===== src/rtl/jk_sr_pkg.sv =====
// Shared types and {S,R} decode codes for the J/K set/reset register bank.
package jk_sr_pkg;

   typedef enum logic {
      MODE_JK = 1'b0,
      MODE_SR = 1'b1
   } jk_mode_e;

   localparam int unsigned SR_CODE_W = 2;

   // Codes for the internal {S,R} pair seen by each flop
   localparam logic [SR_CODE_W-1:0] JK_HOLD = 2'b00;
   localparam logic [SR_CODE_W-1:0] JK_SET  = 2'b10;
   localparam logic [SR_CODE_W-1:0] JK_RST  = 2'b01;
   localparam logic [SR_CODE_W-1:0] JK_TGL  = 2'b11;

endpackage : jk_sr_pkg


===== src/rtl/jk_sr_cell.sv =====
// One bit of the bank: J/K or S/R flip-flop with a per-bit reset value.
// In JK mode the {S,R} pair is derived from q, so 11 resolves into a toggle.
// In SR mode a raw 11 holds the bit and is reported as illegal.
module jk_sr_cell
   import jk_sr_pkg::*;
(
   input  logic     clk,
   input  logic     rst,
   input  logic     en,
   input  jk_mode_e mode,
   input  logic     j,
   input  logic     k,
   input  logic     rst_val,
   output logic     q,
   output logic     illegal_bit
);

   logic q_q;
   logic q_d;
   logic s_c;
   logic r_c;

   // Decode {S,R} for the current mode and compute the next bit value
   always_comb begin
      s_c = j;
      r_c = k;
      if (mode == MODE_JK) begin
         s_c = j & ~q_q;
         r_c = k &  q_q;
      end

      q_d = q_q;
      if (en) begin
         case ({s_c, r_c})
            JK_HOLD: q_d = q_q;
            JK_SET:  q_d = 1'b1;
            JK_RST:  q_d = 1'b0;
            // Only reachable in SR mode: the illegal pair holds the bit
            JK_TGL:  q_d = q_q;
         endcase
      end

      illegal_bit = (mode == MODE_SR) & j & k;
   end

   // State register with synchronous reset to the configured value
   always_ff @(posedge clk) begin
      if (rst) begin
         q_q <= rst_val;
      end else begin
         q_q <= q_d;
      end
   end

   assign q = q_q;

endmodule : jk_sr_cell


===== src/rtl/jk_sr_reg_bank.sv =====
// Bank of WIDTH J/K set/reset/toggle flops with run-time JK/SR mode select,
// an illegal-input pulse, a sticky error flag and a saturating error counter.
// Optional macro JK_SR_ERR_CAPTURE_EN adds first_err_mask, the j&k mask of the
// first illegal event since the last reset or error clear.
module jk_sr_reg_bank
   import jk_sr_pkg::*;
#(
   parameter int unsigned           WIDTH     = 8,
   parameter int unsigned           CNT_W     = 8,
   parameter logic [WIDTH-1:0]      RESET_VAL = '0
) (
   input  logic             clk,
   input  logic             rst,
   input  logic             en,
   input  logic             mode,
   input  logic [WIDTH-1:0] j,
   input  logic [WIDTH-1:0] k,
   input  logic             clr_err,
   output logic [WIDTH-1:0] q,
   output logic [WIDTH-1:0] q_n,
   output logic             illegal,
`ifdef JK_SR_ERR_CAPTURE_EN
   output logic [WIDTH-1:0] first_err_mask,
`endif
   output logic             err_sticky,
   output logic [CNT_W-1:0] err_cnt
);

   jk_mode_e         mode_e;
   logic [WIDTH-1:0] illegal_bits;
   logic             illegal_c;

   logic             illegal_q;
   logic             sticky_q;
   logic             sticky_d;
   logic [CNT_W-1:0] cnt_q;
   logic [CNT_W-1:0] cnt_d;

   assign mode_e = jk_mode_e'(mode);

   for (genvar i = 0; i < int'(WIDTH); i++) begin : g_cell
      jk_sr_cell u_cell (
         .clk         (clk),
         .rst         (rst),
         .en          (en),
         .mode        (mode_e),
         .j           (j[i]),
         .k           (k[i]),
         .rst_val     (RESET_VAL[i]),
         .q           (q[i]),
         .illegal_bit (illegal_bits[i])
      );
   end

   assign illegal_c = en & (|illegal_bits);
   assign q_n       = ~q;

   // Error bookkeeping: a same-edge event beats clr_err; counter saturates
   always_comb begin
      sticky_d = sticky_q;
      cnt_d    = cnt_q;
      if (illegal_c) begin
         sticky_d = 1'b1;
         if (clr_err) begin
            cnt_d = CNT_W'(1);
         end else if (cnt_q != {CNT_W{1'b1}}) begin
            cnt_d = cnt_q + CNT_W'(1);
         end
      end else if (clr_err) begin
         sticky_d = 1'b0;
         cnt_d    = '0;
      end
   end

   // Error state registers; illegal is a one-edge pulse
   always_ff @(posedge clk) begin
      if (rst) begin
         illegal_q <= 1'b0;
         sticky_q  <= 1'b0;
         cnt_q     <= '0;
      end else begin
         illegal_q <= illegal_c;
         sticky_q  <= sticky_d;
         cnt_q     <= cnt_d;
      end
   end

   assign illegal    = illegal_q;
   assign err_sticky = sticky_q;
   assign err_cnt    = cnt_q;

`ifdef JK_SR_ERR_CAPTURE_EN
   logic [WIDTH-1:0] mask_q;

   // Capture the mask of the first event since the flag was last clear
   always_ff @(posedge clk) begin
      if (rst) begin
         mask_q <= '0;
      end else if (illegal_c && (!sticky_q || clr_err)) begin
         mask_q <= j & k;
      end else if (clr_err) begin
         mask_q <= '0;
      end
   end

   assign first_err_mask = mask_q;
`endif

endmodule : jk_sr_reg_bank

===== config.mk =====
export PLATFORM = sky130hd
export DESIGN_NAME = jk_sr_reg_bank
export DESIGN_NICKNAME = d
export VERILOG_FILES = /design/src/rtl/jk_sr_pkg.sv /design/src/rtl/jk_sr_cell.sv /design/src/rtl/jk_sr_reg_bank.sv
export SDC_FILE = /design/constraint.sdc
export NUM_CORES = 1
export LEC_CHECK = 0
export CAP_MARGIN = 10
export CORE_UTILIZATION = 30
export CTS_CLUSTER_SIZE = 20
export DETAILED_ROUTE_END_ITERATION = 10
export GPL_ROUTABILITY_DRIVEN = 0
export PLACE_DENSITY = 0.6
export SLEW_MARGIN = 20
export SYNTH_ARGS = -nofsm -noshare
export SYNTH_HDL_FRONTEND = slang
export SYNTH_SLANG_ARGS = --single-unit

===== constraint.sdc =====
create_clock -name clk -period 4.67 [get_ports clk]
set_clock_uncertainty 0.05 [all_clocks]
set_input_delay 0.934 -clock clk [delete_from_list [all_inputs] [get_ports clk]]
set_output_delay 0.934 -clock clk [all_outputs]
set_load 0.01 [all_outputs]

==> impl_metrics.tcl <==
set metrics [dict create \
    status "finished clean" \
    synth-simple-area-share_pct 19.5 \
    clkPwrFrac_pct 31.0 \
    core_area_mm2 0.00372 \
    synth_compound_area_share_pct 29.7 \
    synth_most_common_cell "dfxtp_1" \
    grt_max_degree 19 \
    multi_input_area_um2 691 \
    antennaDiodeCount 0 \
    r2r_cells 5 \
    ff2ff_setup_slack_ns 2.80 \
    cts-root-buf "clkbuf_8" \
    final_area_mm2 0.00166 \
    drive_gt1_share_pct 4.52 \
    cts_tree "done" \
    path_class "in -> reg" \
    overflow 0 \
    drt_iter0_drc 45 \
    synth_ff_type "dfxtp_1" \
    cap_violations 0 \
    switching_share_pct 26.5 \
    synth_top_family_by_area "compound AO/OA/AOI/OAI gates" \
    pwr-share-seq_pct 42.0 \
    worst_pin_slew_ns 0.939 \
    gr-usage-met1_pct 16.3 \
    ys_seq_area_share_pct 30.7 \
    ys_warn_count 0 \
    finalHoldViolCount 0 \
    clock.fmax_mhz 360 \
    vdd_drop_max_mv 0.108 \
    arrival_ns 2.90 \
    rsz0062_at_grt "false" \
    path_clk_slew_ns 0.07 \
    seq_area_um2 360 \
    ys_top_cells_by_area "dfxtp_1 (31%), ha_1 (9.6%), a211oi_1 (5.8%), buf_4 (5.8%), o21a_1 (5.1%)" \
    syn_area_mm2 0.00117 \
    synth.area.mux_share_pct 0 \
    async_flop_share_pct 0 \
    place_area_mm2 0.00161 \
    drt_first_pass_iters 4 \
    hold_class "reg -> reg" \
    synth_xor_xnor_area_share_pct 0 \
    setup_viol_count_final 0 \
    grt_util_met2_pct 25.4 \
    numCtsBuffers 3 \
    syn_area_per_cell_um2 8.45 \
    p_int_uw 299 \
    slew_viol_final 0 \
    num_rows 22 \
    via_per_inst 5.23 \
    nets 208 \
    hold_depth 2 \
    p_per_area_mw_per_mm2 244 \
    clock_latency_ns 0.25 \
    grt_use_met3_pct 4.05 \
    fp.dieArea_mm2 0.00417 \
    synth_nets 169 \
    yosysTopAreaCell "dfxtp_1" \
    n_fill_cell 387 \
    hold_ws_ns 0.429 \
    cts_htree_levels 1 \
    num_vias 1176 \
    synthAdderAreaFrac_pct 9.58 \
    synth-edff-count 0 \
    startpoint_type "input pin" \
    finalCriticalPeriod_ns 2.78 \
    antenna_found_initial 0 \
    cts_hold_buf 0 \
    synth.distinct_cells 34 \
    numClockSinks 18 \
    globalRoute.busiestLayer "met2" \
    hpwl_mm 2.18 \
    synth_top_area_share_pct 30.7 \
    grt_pass1_wl_mm 4.80 \
    port_buffers 46 \
    p_comb_share_pct 27.0 \
    cp.required_ns 4.79 \
    netlist_instances 139 \
    grt_pass1_vias 1142 \
    initial_core_util_pct 31.6 \
    synthToLayoutAreaGrowth_pct 41.6 \
    io_pins 47 \
    slew_headroom_pct 36.7 \
    drt.antenna.violating_nets 0 \
    route.detailed.drc 0 \
    post_cts.repair.setup_buffers 0 \
    synthTopCellsByCount "dfxtp_1 (18), nor2_1 (12), inv_1 (10), o21ai_0 (10)" \
    grt_usage_pct 14.3 \
    power_leakage_uw 0.000610 \
    p_sw_uw 108 \
    clockBufferDepth 2 \
    routedWlPerCell_um 12.6 \
    wirelength_mm 2.84 \
    chipWidth_um 64.6 \
    setup_tns_ns 0 \
    ys_seq_elements 18 \
    dieHeight_um 64.6 \
    fin_crit_sh_pct 59.5 \
    crit_fanout 11 \
    critPathCaptureType "flip-flop" \
    cts_resized 0 \
]
-- power groups by stage --
| stage | sequential, µW | clock (µW) | combinational, µW |
|---|---|---|---|
| final | 171 | 126 | 110 |
| after global routing | 173 | 137 | 122 |
| after CTS | 171 | 130 | 111 |
| after detailed placement | 174 | 0 | 111 |
| after global placement | 174 | 0 | 108 |
| after floorplan | 173 | 0 | 62.6 |
-- cell type report --
type	count	share of cell area, %
clock buffer	4	3.31
tap	48	3.61
sequential	18	21.7
timing repair buffer	46	27.7
multi-input combinational	99	41.5
inverter	10	2.26
-- final timing paths --
kind / start / end
setup reg to reg: err_cnt[0]$_SDFFE_PP0P_ / err_cnt[0]$_SDFFE_PP0P_
hold reg to reg: err_sticky$_SDFFE_PP0P_ / err_sticky$_SDFFE_PP0P_
setup / recovery: j[1] / err_cnt[7]$_SDFFE_PP0P_
hold / removal: err_sticky$_SDFFE_PP0P_ / err_sticky$_SDFFE_PP0P_
-- layout by cell type (no fill, tap or decap) --
master,n
nand2b_1,1
a211oi_1,9
o21a_1,8
and3_1,1
a21oi_1,5
o2111ai_1,1
o21ai_0,10
and2_2,1
clkdlybuf4s50_1,46
clkbuf_8,4
nor2b_1,8
o31a_1,1
or2_2,1
o31ai_1,3
and4_1,1
nor3_1,1
ha_1,9
nand3_1,4
inv_1,10
o41ai_2,1
nor2_1,12
nand2_1,4
nor4_1,2
o41a_1,1
a31oi_1,2
a22o_1,4
nand4_1,2
a2111o_1,1
and4_4,1
or4_1,3
dfxtp_1,18
a41o_1,1
o211a_1,1
-- state kept, by name (all words and copies together), names as in the netlist --
name,flops
g_cell.u_cell.q,8
illegal,1
err_sticky,1
err_cnt,8
-- critical path, stage by stage --
cell,delay [ns]
clkdlybuf4s50_1,0.42
a22o_1,0.28
o41ai_2,0.89
nor4_1,0.13
a211oi_1,0.25
-- cells by family (layout without fill, tap and decap cells) --
family                   count (synthesis)  count (layout)
adder cells (fa/ha/maj)                  9               9
AO/OA/AOI/OAI                           48              48
buffers and inverters                   22              60
AND/OR/NAND/NOR                         42              42
flip-flops                              18              18
-- layer usage --
metal	routed length, µm	up-vias
met5	0	-
met1	1270	531
met3	213	2
met4	15	0
li1	-	589
met2	1340	54
-- metrics by stage --
step | instances | setup slack, ns | power (µW) | util, %
4_1_cts | 225 | 1.89 | 412 | 44.8
2_1_floorplan | 139 | 2.46 | 236 | -
5_1_grt | 225 | 1.75 | 432 | 44.8
3_3_place_gp | 221 | 1.70 | 282 | 43.3
6_report | 225 | 1.89 | 407 | 44.8
3_5_place_dp | 221 | 1.63 | 285 | 43.3
Power figures use the tool's default switching activity.
